### src/rtl/clock_edge_tracker_pkg.sv
// Shared definitions for the clock edge tracker and the clock divider it pairs with.
package clock_edge_tracker_pkg;

  localparam int DEFAULT_CNT_SIZE = 16;

  typedef enum logic [1:0] {
    WAIT_EDGE = 2'd0,
    HUNT      = 2'd1,
    LOCKED    = 2'd2,
    LOST      = 2'd3
  } tracker_state_e;

endpackage

### src/rtl/edge_sync_detect.sv
// Synchronizes an asynchronous level and emits registered one-cycle rise/fall strobes.
// edge_r/edge_f are the unregistered detections, aligned with the strobe registers' inputs.
module edge_sync_detect #(
  parameter int SYNC_STAGES = 2
) (
  input  logic clock_in,
  input  logic reset,
  input  logic async_in,
  output logic edge_r,
  output logic edge_f,
  output logic rise_pulse,
  output logic fall_pulse
);

  logic [SYNC_STAGES-1:0] sync_q, sync_d;
  logic                   prev_q, prev_d;
  logic                   rise_q, rise_d;
  logic                   fall_q, fall_d;
  logic                   sync_lvl;

  always_comb begin
    sync_lvl = sync_q[SYNC_STAGES-1];
    sync_d   = {sync_q[SYNC_STAGES-2:0], async_in};
    prev_d   = sync_lvl;
    edge_r   = sync_lvl & ~prev_q;
    edge_f   = ~sync_lvl & prev_q;
    rise_d   = edge_r;
    fall_d   = edge_f;
  end

  // Clearing the whole chain on reset discards any transition still in flight.
  always_ff @(posedge clock_in) begin
    if (reset) begin
      sync_q <= '0;
      prev_q <= 1'b0;
      rise_q <= 1'b0;
      fall_q <= 1'b0;
    end else begin
      sync_q <= sync_d;
      prev_q <= prev_d;
      rise_q <= rise_d;
      fall_q <= fall_d;
    end
  end

  assign rise_pulse = rise_q;
  assign fall_pulse = fall_q;

endmodule

### src/rtl/clock_edge_tracker.sv
// Tracks a slow divided clock in the clock_in domain: edge strobes, half-period
// measurement, lock detection and loss-of-clock timeout.
//   state     | meaning
//   WAIT_EDGE | no reference edge yet; next edge only starts timing
//   HUNT      | measuring, counting consecutive matching half-periods
//   LOCKED    | LOCK_COUNT matches seen; a mismatch returns to HUNT
//   LOST      | no edge for TIMEOUT_CYCLES; next edge restarts timing
module clock_edge_tracker
  import clock_edge_tracker_pkg::*;
#(
  parameter int CNT_SIZE       = DEFAULT_CNT_SIZE,
  parameter int SYNC_STAGES    = 2,
  parameter int TOLERANCE      = 2,
  parameter int LOCK_COUNT     = 4,
  parameter int TIMEOUT_CYCLES = 65535
) (
  input  logic                clock_in,
  input  logic                reset,
  input  logic                slow_clk_in,
  output logic                rise_pulse,
  output logic                fall_pulse,
  output logic [CNT_SIZE-1:0] half_period,
  output logic                period_valid,
  output logic                locked,
  output logic                timeout
);

  localparam int                  MATCH_W    = $clog2(LOCK_COUNT + 1);
  localparam logic [MATCH_W-1:0]  LOCK_LAST  = MATCH_W'(LOCK_COUNT - 1);
  localparam logic [MATCH_W-1:0]  LOCK_FULL  = MATCH_W'(LOCK_COUNT);
  localparam logic [CNT_SIZE-1:0] TIMEOUT_TC = CNT_SIZE'(TIMEOUT_CYCLES - 1);
  localparam logic [CNT_SIZE:0]   TOL_EXT    = (CNT_SIZE + 1)'(TOLERANCE);

  logic edge_r, edge_f, any_edge;

  edge_sync_detect #(
    .SYNC_STAGES(SYNC_STAGES)
  ) u_edge_sync_detect (
    .clock_in  (clock_in),
    .reset     (reset),
    .async_in  (slow_clk_in),
    .edge_r    (edge_r),
    .edge_f    (edge_f),
    .rise_pulse(rise_pulse),
    .fall_pulse(fall_pulse)
  );

  tracker_state_e      state_q, state_d;
  logic [CNT_SIZE-1:0] counter_q, counter_d;
  logic [CNT_SIZE-1:0] half_q, half_d;
  logic [MATCH_W-1:0]  match_q, match_d;
  logic                has_prev_q, has_prev_d;
  logic                pv_q, pv_d;
  logic                locked_q, locked_d;
  logic                timeout_q, timeout_d;

  logic [CNT_SIZE-1:0] meas;
  logic [CNT_SIZE:0]   meas_ext, prev_ext, diff;
  logic                is_match;

  always_comb begin
    any_edge = edge_r | edge_f;
    meas     = counter_q + CNT_SIZE'(1);
    // One extra bit keeps the ordered subtraction free of wrap.
    meas_ext = {1'b0, meas};
    prev_ext = {1'b0, half_q};
    diff     = (meas_ext >= prev_ext) ? (meas_ext - prev_ext) : (prev_ext - meas_ext);
    is_match = has_prev_q && (diff <= TOL_EXT);

    state_d    = state_q;
    counter_d  = (&counter_q) ? counter_q : (counter_q + CNT_SIZE'(1));
    half_d     = half_q;
    match_d    = match_q;
    has_prev_d = has_prev_q;
    pv_d       = 1'b0;
    locked_d   = locked_q;
    timeout_d  = timeout_q;

    if (any_edge) begin
      counter_d = '0;
      unique case (state_q)
        WAIT_EDGE, LOST: begin
          state_d    = HUNT;
          match_d    = '0;
          has_prev_d = 1'b0;
          timeout_d  = 1'b0;
        end
        HUNT, LOCKED: begin
          half_d     = meas;
          pv_d       = 1'b1;
          has_prev_d = 1'b1;
          if (is_match) begin
            if (state_q == HUNT) begin
              if (match_q == LOCK_LAST) begin
                state_d  = LOCKED;
                locked_d = 1'b1;
                match_d  = LOCK_FULL;
              end else begin
                match_d = match_q + MATCH_W'(1);
              end
            end
          end else begin
            match_d  = '0;
            state_d  = HUNT;
            locked_d = 1'b0;
          end
        end
      endcase
    end else if ((state_q != LOST) && (counter_q == TIMEOUT_TC)) begin
      state_d   = LOST;
      timeout_d = 1'b1;
      locked_d  = 1'b0;
      match_d   = '0;
    end
  end

  always_ff @(posedge clock_in) begin
    if (reset) begin
      state_q    <= WAIT_EDGE;
      counter_q  <= '0;
      half_q     <= '0;
      match_q    <= '0;
      has_prev_q <= 1'b0;
      pv_q       <= 1'b0;
      locked_q   <= 1'b0;
      timeout_q  <= 1'b0;
    end else begin
      state_q    <= state_d;
      counter_q  <= counter_d;
      half_q     <= half_d;
      match_q    <= match_d;
      has_prev_q <= has_prev_d;
      pv_q       <= pv_d;
      locked_q   <= locked_d;
      timeout_q  <= timeout_d;
    end
  end

  assign half_period  = half_q;
  assign period_valid = pv_q;
  assign locked       = locked_q;
  assign timeout      = timeout_q;

endmodule

### config.mk
export PLATFORM = sky130hd
export DESIGN_NAME = clock_edge_tracker
export DESIGN_NICKNAME = d
export VERILOG_FILES = /design/src/rtl/clock_edge_tracker_pkg.sv /design/src/rtl/edge_sync_detect.sv /design/src/rtl/clock_edge_tracker.sv
export SDC_FILE = /design/constraint.sdc
export NUM_CORES = 1
export LEC_CHECK = 0
export BUFFER_PORTS_ARGS = -buffer_cell sky130_fd_sc_hd__buf_2
export CORE_UTILIZATION = 40
export DETAILED_ROUTE_END_ITERATION = 7
export HOLD_SLACK_MARGIN = 0.1
export REMOVE_ABC_BUFFERS = 1
export SETUP_SLACK_MARGIN = 0.15
export SYNTH_ARGS = -nofsm -noshare
export SYNTH_HDL_FRONTEND = slang
export SYNTH_SLANG_ARGS = --single-unit
### constraint.sdc
create_clock -name clock_in -period 6 [get_ports clock_in]
set_clock_uncertainty 0.2 [all_clocks]
set_input_delay 0.3 -clock clock_in [delete_from_list [all_inputs] [get_ports clock_in]]
set_output_delay 0.3 -clock clock_in [all_outputs]
set_load 0.005 [all_outputs]
; ---- Word-level counts from Yosys, hierarchy flattened
; Cells that the tools add are included.
[totals]
reg_bits = 46
output_inout_bits = 21
word_cells = 74
[op_classes]
add_sub_neg = 4
n_lt_le_gt_ge = 2
eq_ne = 12
n_mux = 24
bitwise = 6
reduce_logical = 14
[ops]
columns = cell, count
row1 = subtractor 16 x 16 -> 17 bit, 2
row2 = <= comparator 17 x 2 -> 1 bit (second input constant), 1
row3 = 2-to-1 mux 17 bit, 1
row4 = adder 16 x 1 -> 16 bit (second input constant), 1
row5 = equality test 16 bit (second input constant), 1
row6 = >= comparator 16 bit, 1
row7 = AND reduction 16 bit, 1
row8 = 2-to-1 mux 3 bit, 5
row9 = 2-to-1 mux 1 bit, 10
row10 = 2-to-1 mux 2 bit, 5
row11 = != test 4 bit (second input constant), 2
row12 = OR reduction 2 bit, 4
row13 = != test 3 x 2 -> 1 bit (second input constant), 2
row14 = one-hot mux 3 bit (2 select lines), 1
row15 = AND reduction 2 bit, 3
row16 = equality test 2 bit (second input constant), 2
row17 = != test 2 x 1 -> 1 bit (second input constant), 2
row18 = one-hot mux 2 bit (2 select lines), 1
row19 = AND reduction 4 bit, 1
row20 = adder 3 x 1 -> 3 bit (second input constant), 1
row21 = equality test 3 x 2 -> 1 bit (second input constant), 1
row22 = inverter 1 bit, 3
row23 = AND reduction 3 bit, 1
row24 = AND 1 bit, 2
row25 = other kinds (7), 8

; ---- Logic depth before layout (Yosys ltp)
; Gate-level depths: netlist of the first run.
[logic_depth]
depth_word = 8
ltp_mapped = 20
mapped_depth_nobuf = 19

; ---- Cells and area by module
; From an unflattened synthesis of the first run, not the netlist that was laid out.
[hier_totals]
cells_unflattened = 536
hier_area_um2 = 4095.2
[by_module_without_submodules]
columns = module, instances, cells_each, area_each_um2, seq_area_each_um2
row1 = clock_edge_tracker, 1, 524, 3936.3, 820.8
row2 = edge_sync_detect, 1, 12, 158.9, 100.1

; ---- Least setup slack after synthesis of the first run
; No wires, ideal clock.
[synth_timing]
path_type = register to register
from = reg counter_q[2]
to = reg locked_q, in the netlist locked
setup_ns = 0.100
arrival_ns = 4.093
slack_ns = 1.608
path_stages_with_launch = 21
path_buffers = 1
cell_sequence = dfxtp_1 > nand3_1 > nor2_1 > and2_1 > nand3_1 > nor2_1 > nand3_1 > nor2_1 > xnor2_1 > inv_1 > ha_1 > clkbuf_1 > and4_1 > nand2_1 > o21ai_2 > a211oi_4 > nand2_1 > or4_4 > a211oi_4 > nand3_4 > a2111oi_4
[synth_between]
elab_chain_len = 8
elab_cells_between_ends = 16
cone_classes = add/sub: 3 / order compare: 2 / eq/ne: 3 / mux: 4 / reduce/logical: 4
[synth_lines]
columns = element, line
row1 = start: declaration, clock_edge_tracker.sv:49  ; logic [CNT_SIZE-1:0] counter_q, counter_d;
row2 = start signal: assignment, clock_edge_tracker.sv:129  ; counter_q <= counter_d;
row3 = adder 16 x 1 -> 16 bit *, clock_edge_tracker.sv:63  ; meas = counter_q + CNT_SIZE'(1);
row4 = net meas[15], clock_edge_tracker.sv:57  ; logic [CNT_SIZE-1:0] meas;
row5 = subtractor 16 x 16 -> 17 bit or >= comparator 16 bit (tied branches), clock_edge_tracker.sv:67  ; diff = (meas_ext >= prev_ext) ? (meas_ext - prev_ext) : (prev_ext - meas_ext);
row6 = 2-to-1 mux 17 bit *, clock_edge_tracker.sv:67
row7 = <= comparator 17 x 2 -> 1 bit *, clock_edge_tracker.sv:68  ; is_match = has_prev_q && (diff <= TOL_EXT);
row8 = logical AND 1 bit *, clock_edge_tracker.sv:68
row9 = 2-to-1 mux 1 bit, clock_edge_tracker.sv:92  ; if (is_match) begin
row10 = 2-to-1 mux 1 bit, clock_edge_tracker.sv:81  ; unique case (state_q)
row11 = 2-to-1 mux 1 bit, clock_edge_tracker.sv:79  ; if (any_edge) begin
row12 = end signal: assignment, clock_edge_tracker.sv:134  ; locked_q <= locked_d;
row13 = end: declaration, clock_edge_tracker.sv:54  ; logic locked_q, locked_d;
; The timed path passes the listed nets; every way through them passes the cells marked *. The select of a mux whose other input is x is not followed.
; A chain may end at the register's enable or synchronous reset.

; ---- Worst setup path after layout of the first run
; Ends and elaborated chain as after synthesis.

==> metrics list, run 1 <==
- Pin placement for this block handled 24 I/O pins.
- The final route contains 3651 vias.
* Total power divided by cell area: 215.0 mW/mm²
- Hold path depth: 1
* Number of nets in the finished design: 566
- The routed design could run at a clock period as short as 5.498 ns.
- Effective utilization at floorplan: 0.4113
- Cell area reported after detailed placement: 0.004160 mm²
- Clock net sink count: 46
* Proportion of synthesized chip area in sequential cells: 0.2301
- Global placement routability congestion: 0.9034
- At the pin with the least slew margin, the transition time is 0.7616 ns.
* Pin count of the biggest net entering global routing: 33
- The largest individual stage delay along the critical path comes from the cell sky130_fd_sc_hd__xnor2_1.
- Max-cap violations in this run came to 0.
- In this run, synthesis inferred 0 flip-flops with an integrated enable.
- CTS tree: built
- Combined area of the multi-input logic cells: 0.002763 mm²
- Die area: 0.01041 mm²
- Startpoint of the worst register-to-register path: counter_q[2]$_SDFFE_PP0N_
- Critical path endpoint category: flop
- Of all nets on the critical path, the largest fanout is 13.
- The run finished, with violations left.
* Overall routing resource usage: 0.1994
- Once detail routing completed, the nets flagged for antenna violations numbered 0.
- Data arrival at the endpoint of the critical path: 5.50 ns
- The setup path with the least slack is of type flop to flop.
* Worst min-delay path class: flop to flop
- Hold worst-path end: u_edge_sync_detect.sync_q[1]$_SDFF_PP0_
* Buffers on Ports: 23
- In the synthesized netlist the dominant register cell turns out to be sky130_fd_sc_hd__dfxtp_1.
- In the final timing run, aggregate negative setup slack is 0 ns.
- Remaining routing DRC violations: 1
* Post-Synthesis Mean Instance Area: 7.785 µm²
- Site Rows: 36
- The final reports fail on DRC.
* End of the worst register-to-register path: locked$_SDFFE_PP0P_
* Worst R2R Setup Slack: 0.50 ns
- Summed over all layers, the routed wires come to 10060 µm.
* Register area: 920.9 µm²
- Max transition margin: 0.4887
* Clock Pin Slew Worst Setup and Hold Paths: 0.08 ns
- Min-Delay Startpoint: u_edge_sync_detect.sync_q[0]$_SDFF_PP0_
- Floorplan die height: 102.0 µm
- Cell mode on critical path: sky130_fd_sc_hd__nand3_1
* Setup repair after global routing missed its margin: no
* Async set-reset flop share out of synthesis: 0
- The worst-case IR drop observed on VDD is 0.0001550 V.
* TritonCTS buffer count: 5
- Cell Chain, Critical Path: nand3_1, nor2_1, and2_1, nand3_1, nor2_1, nand4_1, xor2_1, inv_1, ha_1, nand3_1, or4_1, o21ai_2, a211oi_4, o311ai_0, o311ai_0, xnor2_1, nand3_4, a2111oi_4
* Max H-tree Level: 2
- Timing would allow up to 181.9 MHz.
- In this design, the stage delay of the slowest critical-path cell is 0.65 ns.
- Diodes inserted: 0
- Final Hold Vio Count: 0
* Required time worst endpoint: 6.00 ns
- STA classifies the critical path startpoint as a flop.
- From left edge to right edge, the die measures 102.0 µm.
- The worst register-to-register path has a depth of 18.
- The via count of the first global-routing pass came to 3374.
- Final std cells w/o fill: 653
- Number of standard cells after synthesis: 514
* HPWL after detailed placement: 7961 µm
- Number of setup violations in the final report: 0
- After synthesis the netlist holds a flip-flop and latch count of 46.
- The detailed router finished its first iteration with 127 violations.
* Worst setup margin: 0.5022 ns
- The netlist uses 70 different library cells.
- For this run, the number of Yosys warnings is 0.
- Prior to clock tree synthesis, the placed netlist has a worst setup slack of 0.6536 ns.
- Clock network latency to the later pin of the worst-skew pair: 0.29 ns
- Ratio of routed vias to standard cells: 5.591
* Maximum clock insertion buffer count: 2
- In this run, placement finished with an instance count of 645.
- Static Leak: 0.001841 µW
- The top cell types in the final layout, fill and taps aside, are sky130_fd_sc_hd__nor2_1, sky130_fd_sc_hd__inv_1, sky130_fd_sc_hd__dfxtp_1.
* Core area: 0.009729 mm²
* Residual overflow from global routing: 0
- The number of pins with negative max-slew slack in the final report came to 0.
- Final design instance area without fill: 0.004283 mm²
- After detailed routing, the average wire length per cell comes to 15.40 µm.
- The initial antenna violation count was 0.
- Worst hold margin: 0.2548 ns
* P&R area growth vs syn: 7.036%
- Root buf cell: sky130_fd_sc_hd__clkbuf_8
* Post CTS Setup Buffer Count: 0
- Router iterations before antenna repair: 7
- In the final layout, the share of cells above drive strength 1 is 0.1058.
- The library cell used most frequently in the layout, excluding fill and tap cells, is sky130_fd_sc_hd__nor2_1.
* Final period util: 0.9163
- Fill cell total of the finished layout: 1009
- The first global-routing pass estimated 16330 µm of wire.
- Cell Area, Synth: 0.004001 mm²
## state kept, by name, indices dropped and copies added (netlist names)
register,flops
counter_q,16
half_period,16
match_q,3
state_q,2
u_edge_sync_detect.sync_q,2
has_prev_q,1
locked,1
period_valid,1
timeout,1
u_edge_sync_detect.fall_pulse,1
u_edge_sync_detect.prev_q,1
u_edge_sync_detect.rise_pulse,1
## area by class of cell
cell class | instances | area share
flip-flops and latches | 46 | 0.2150
well taps | 133 | 0.03885
clock buffers | 6 | 0.01928
multi-input cells | 392 | 0.6450
clock inverters | 1 | 0.007011
repair buffers | 25 | 0.03097
inverters | 50 | 0.04382
## per-stage QoR
| stage | power [µW] | util |
|---|---|---|
| floorplan | 605.0 | - |
| global placement | 687.9 | 0.4276 |
| detailed placement | 689.6 | 0.4276 |
| CTS | 922.9 | 0.4402 |
| global route | 973.1 | 0.4402 |
| finish | 920.7 | 0.4402 |
## cell families after synthesis
family,synth area share
AOI/OAI and AO/OA,0.2658
muxes,0.01782
adders and majority gates,0.1382
xor gates and xnor gates,0.05034
DFF,0.2301
buffers and inverters,0.08005
and+or+nand+nor,0.2176
## worst max path at each step
stage                          end                       from  slack (ns)  cells after the start
6_report       locked$_SDFFE_PP0P_  counter_q[2]$_SDFFE_PP0N_        0.50                     18
3_5_place_dp   locked$_SDFFE_PP0P_  counter_q[2]$_SDFFE_PP0N_        0.65                     18
2_1_floorplan  locked$_SDFFE_PP0P_  counter_q[2]$_SDFFE_PP0N_        1.60                     18
3_3_place_gp   locked$_SDFFE_PP0P_  counter_q[2]$_SDFFE_PP0N_        0.79                     18
4_1_cts        locked$_SDFFE_PP0P_  counter_q[2]$_SDFFE_PP0N_        0.61                     18
5_1_grt        locked$_SDFFE_PP0P_  counter_q[2]$_SDFFE_PP0N_        0.16                     18
## cell usage after synthesis (3+ instances only)
library cell | n | share of area
sky130_fd_sc_hd__nand4_1 | 8 | 0.013
sky130_fd_sc_hd__a211oi_4 | 3 | 0.015
sky130_fd_sc_hd__o311ai_0 | 3 | 0.0066
sky130_fd_sc_hd__nand2b_1 | 6 | 0.0094
sky130_fd_sc_hd__a21o_1 | 6 | 0.011
sky130_fd_sc_hd__mux2i_1 | 6 | 0.015
sky130_fd_sc_hd__a21oi_1 | 41 | 0.051
sky130_fd_sc_hd__and2_1 | 5 | 0.0078
sky130_fd_sc_hd__a41oi_1 | 3 | 0.0066
sky130_fd_sc_hd__nor3_1 | 12 | 0.015
sky130_fd_sc_hd__clkbuf_1 | 15 | 0.014
sky130_fd_sc_hd__ha_1 | 41 | 0.13
sky130_fd_sc_hd__o31ai_1 | 4 | 0.0075
sky130_fd_sc_hd__o21a_1 | 10 | 0.019
sky130_fd_sc_hd__xnor2_1 | 13 | 0.028
sky130_fd_sc_hd__buf_2 | 4 | 0.0050
sky130_fd_sc_hd__a211oi_1 | 22 | 0.041
sky130_fd_sc_hd__nand2_1 | 30 | 0.028
sky130_fd_sc_hd__nor2b_1 | 9 | 0.014
sky130_fd_sc_hd__or2_2 | 4 | 0.0063
sky130_fd_sc_hd__a31oi_1 | 4 | 0.0063
sky130_fd_sc_hd__inv_1 | 50 | 0.047
sky130_fd_sc_hd__nand3_1 | 18 | 0.023
sky130_fd_sc_hd__o221ai_1 | 3 | 0.0066
sky130_fd_sc_hd__nor2_1 | 54 | 0.051
sky130_fd_sc_hd__dfxtp_1 | 46 | 0.23
sky130_fd_sc_hd__nand3b_1 | 3 | 0.0056
sky130_fd_sc_hd__o211ai_1 | 6 | 0.011
sky130_fd_sc_hd__nor3b_1 | 4 | 0.0075
sky130_fd_sc_hd__buf_6 | 3 | 0.0084
sky130_fd_sc_hd__xor2_1 | 10 | 0.022
sky130_fd_sc_hd__o21ai_0 | 15 | 0.019
## per-layer routing
| metal | global-route usage | part of all wire | vias up |
|---|---|---|---|
| li1 | - | - | 1826 |
| met1 | 0.2658 | 0.48 | 1720 |
| met2 | 0.3289 | 0.46 | 81 |
| met3 | 0.01915 | 0.026 | 24 |
| met4 | 0.08462 | 0.032 | 0 |
| met5 | 0 | 0 | - |
## critical path, delay by kind of cell (launching register included)
family	cells	cell delay, ns
and+or+nand+nor	9	2.09
AOI/OAI and AO/OA	5	1.07
xor gates and xnor gates	2	1.01
adders and majority gates	1	0.54
DFF	1	0.38
buffers and inverters	1	0.09
## report_power, final
group | switching [µW] | leakage, µW | internal, µW
clock network | 97.6 | 0.0000573 | 133
registers | 11.4 | 0.000373 | 314
logic | 218 | 0.00141 | 146
total | 327 | 0.00184 | 593
## what timing repair did
action                                 4_1_cts  5_1_grt
hold buffers                                 1        0
endpoints found under the hold margin        1        0
gates resized for setup                      0        0
Power figures use the tool's default switching activity.
==> run 2, diff against run 1 <==
--- a/config.mk
+++ b/config.mk
@@ -6,9 +6,13 @@
 export NUM_CORES = 1
 export LEC_CHECK = 0
 export BUFFER_PORTS_ARGS = -buffer_cell sky130_fd_sc_hd__buf_2
+export CELL_PAD_IN_SITES_DETAIL_PLACEMENT = 1
+export CELL_PAD_IN_SITES_GLOBAL_PLACEMENT = 1
 export CORE_UTILIZATION = 40
 export DETAILED_ROUTE_END_ITERATION = 7
 export HOLD_SLACK_MARGIN = 0.1
+export PLACE_DENSITY_LB_ADDON = 0.1
+export RECOVER_POWER = 100
 export REMOVE_ABC_BUFFERS = 1
 export SETUP_SLACK_MARGIN = 0.15
 export SYNTH_ARGS = -nofsm -noshare
==> run 2 against run 1 <==
Effect of this change: the run now ends clean; global-route usage up 3.5 points; worst hold slack worse by 0.0031 ns; sequential share of layout area up 0.17 points; non-clock buffer count up 1; clock power down 20%; final cell count unchanged; sequential power about the same; largest power group unchanged.
==> metrics list, run 2 (synthesis results as in run 1) <==
* Core area: 0.009729 mm² (unchanged)
- The share of the clock period used by the worst path after layout came to 0.8915 (was 0.9163).
- Global placement routability congestion: 0.8744 (was 0.9034)
- Residual overflow from global routing: 0 (unchanged)
* Critical path fanouts, max: 12 (was 13)
* Number of max-slew violations in the final report: 0 (unchanged)
- Final Hold Vio Count: 0 (unchanged)
- The arrival time at the worst endpoint is 5.34 ns (was 5.50 ns).
- Logic gate share of total power: 0.425 (was 0.396)
- The total half-perimeter wirelength after legalization and detailed placement came to 9122 µm (was 7961 µm).
- Final design instance area without fill: 0.004249 mm² (was 0.004283 mm²)
- Met2 Track Usage GR: 0.3991 (was 0.3289)
- The number of post-CTS setup repair buffers is 0 (unchanged).
- Total detailed-routing wirelength: 11520 µm (was 10060 µm)
- The most crowded layer after global routing was met2 (unchanged).
- The worst supply voltage drop on vdd was 0.0001283 V (was 0.0001550 V).
- The standby leakage power was 0.001782 µW (was 0.001841 µW).
* Total power divided by cell area: 209.0 mW/mm² (was 215.0 mW/mm²)
- Horizontal extent of the die: 102.0 µm (unchanged)
* Switching part of the total power: 0.3789 (was 0.3557)
- The CTS tree was built (unchanged).
* P&R area growth vs syn: 6.191% (was 7.036%)
- Max-cap check violation count: 0 (unchanged)
- Wire length of the first global-routing pass: 18970 µm (was 16330 µm)
* Final TNS setup: 0 ns (unchanged)
- Root buf cell: sky130_fd_sc_hd__clkbuf_8 (unchanged)
- Vias in the first global route: 3668 (was 3374)
- The area of placed instances was 0.004168 mm² (was 0.004160 mm²).
- The hold-critical path depth is 1 (unchanged).
- The latest clock arrival within the worst-skew pair is 0.29 ns (about the same).
- Number of setup violations in the final report: 0 (unchanged)
- Max H-tree Level: 2 (unchanged)
* Overall routing resource usage: 0.2345 (was 0.1994)
* Category of the critical setup timing path: flop to flop (unchanged)
- Transition time at the pin with the least slew margin: 1.483 ns (was 0.7616 ns)
- Net Sw Power: 336.6 µW (was 327.5 µW)
- The highest attainable clock frequency was 187.0 MHz (was 181.9 MHz).
- GRT met3 Usage: 0.01915 (unchanged)
* Remaining routing DRC violations: 0 (was 1)
* Share of cells above drive strength 1: 0.08077 (was 0.1058)
- Critical path endpoint category: flop (unchanged)
- Antenna violations before repair: 0 (unchanged)
- Number of nets in the finished design: 567 (was 566)
- Die area: 0.01041 mm² (unchanged)
* Wire length per cell: 17.64 µm (was 15.40 µm)
- Most used cells in the layout excluding fill and tap cells: sky130_fd_sc_hd__nor2_1, sky130_fd_sc_hd__inv_1, sky130_fd_sc_hd__dfxtp_1 (unchanged).
- DRT antenna net count: 0 (unchanged)
* Diodes inserted: 0 (unchanged)
- Floorplan die height: 102.0 µm (unchanged)
* Total I/O pin count: 24 (unchanged)
- Via Count: 3650 (was 3651)
- The starting utilization of the core area is 0.4113 (unchanged).
- Worst setup margin: 0.6512 ns (was 0.5022 ns)
- GR Util met1: 0.3198 (was 0.2658)
- The number of vias per cell came to 5.590 (was 5.591).
- Router iterations before antenna repair: 4 (was 7)
* Startpoint types: flop (unchanged)
- Required time worst endpoint: 6.00 ns (about the same)
- Final critical delay including setup and external delays: 5.349 ns (was 5.498 ns)
* Maximum clock insertion buffer count: 2 (unchanged)
* Total power: 888.2 µW (was 920.7 µW)
* Outcome: finished, final reports clean (was finished with violations)
* Setup repair after global routing missed its margin: no (unchanged)
- Count of routing violations after the opening detailed-route iteration: 85 (was 127)
* Cells on worst reg2reg path: 18 (unchanged)
* Clock Pin Slew Worst Setup and Hold Paths: 0.08 ns (about the same)
- Internal power component: 551.6 µW (was 593.2 µW)
* Proportion of power drawn by flip-flops and latches: 0.367 (was 0.354)
* Site Rows: 36 (unchanged)
- Worst min-delay path class: flop to flop (unchanged)
- The pin count of the biggest net entering global routing is 34 (was 33).
- TritonCTS buffer count: 5 (unchanged)
- Fill cell total of the finished layout: 1241 (was 1009)
* Max transition margin: 0.01146 (was 0.4887)
- The part of the total power dissipated in the clock network is 0.207 (was 0.251).
- The placement-stage worst setup slack came to 0.6106 ns (was 0.6536 ns).
- Clock net sink count: 46 (unchanged)
- The most common cell after layout, fill and taps aside is sky130_fd_sc_hd__nor2_1 (unchanged).
- The number of input and output port buffers inserted is 23 (unchanged).
==> run 2: cell count changes in the layout (fill, tap and decap cells not counted), sizes merged <==
| cell | change |
|---|---|
| buf | -12 |
| clkbuf | +13 |
| bufinv | -1 |
==> run 2: routing by layer <==
layer / up-vias / routed length [µm]
li1: 1835 / -
met1: 1762 / 5564
met2: 42 / 5600
met3: 11 / 175
met4: 0 / 179
met5: - / 0
==> run 2: stage by stage <==
step / hold slack [ns] / cells / utilization
after global routing: 0.2691 / 653 / 0.4367
final: 0.2517 / 653 / 0.4367
after global placement: 0.2345 / 646 / 0.4284
after floorplan: 0.1643 / 488 / -
after detailed placement: 0.2484 / 646 / 0.4284
after CTS: 0.2553 / 653 / 0.4379
==> run 2: timing repair <==
| item | CTS | global route |
|---|---|---|
| setup endpoints to repair | 0 | 1 |
| endpoints found under the hold margin | 1 | 0 |
| hold buffers | 1 | 0 |
| gates resized for setup | 0 | 1 |
==> run 2: power by group through the flow <==
stage / Clock [µW] / Sequential (µW) / Combinational [µW]
after floorplan: 0 / 330 / 275
after global placement: 0 / 333 / 369
after detailed placement: 0 / 333 / 370
after CTS: 189 / 326 / 373
after global routing: 203 / 328 / 412
final: 184 / 326 / 378
==> run 2: final cells by class <==
cell class	count	area, µm²	share of cell area
Inverter	50	187.7	0.04417
Clock buffer	6	82.58	0.01943
Sequential cell	46	920.9	0.2167
Multi-Input combinational cell	392	2770	0.6519
Tap cell	133	166.4	0.03916
Timing Repair Buffer	26	121.4	0.02856
==> run 2: path summary, 6_finish.rpt <==
check                                     startpoint                                      end  slack [ns]
max                        counter_q[2]$_SDFFE_PP0N_                      locked$_SDFFE_PP0P_        0.65
min reg2reg  u_edge_sync_detect.sync_q[0]$_SDFF_PP0_  u_edge_sync_detect.sync_q[1]$_SDFF_PP0_        0.25
max reg2reg                counter_q[2]$_SDFFE_PP0N_                      locked$_SDFFE_PP0P_        0.65
min          u_edge_sync_detect.sync_q[0]$_SDFF_PP0_  u_edge_sync_detect.sync_q[1]$_SDFF_PP0_        0.25
==> run 2: critical path, stage by stage, from the launching register on <==
cell	delay, ns
sky130_fd_sc_hd__dfxtp_1	0.39
sky130_fd_sc_hd__nand3_1	0.12
sky130_fd_sc_hd__nor2_1	0.13
sky130_fd_sc_hd__and2_0	0.26
sky130_fd_sc_hd__nand3_1	0.13
sky130_fd_sc_hd__nor2_1	0.28
sky130_fd_sc_hd__nand2_1	0.14
sky130_fd_sc_hd__xor2_1	0.33
sky130_fd_sc_hd__inv_1	0.08
sky130_fd_sc_hd__ha_1	0.45
sky130_fd_sc_hd__a21o_1	0.26
sky130_fd_sc_hd__a31oi_1	0.26
sky130_fd_sc_hd__nor2_1	0.13
sky130_fd_sc_hd__a211oi_4	0.46
sky130_fd_sc_hd__nand2_1	0.10
sky130_fd_sc_hd__or4_4	0.54
sky130_fd_sc_hd__a211oi_4	0.46
sky130_fd_sc_hd__nand3_4	0.16
sky130_fd_sc_hd__a2111oi_4	0.35
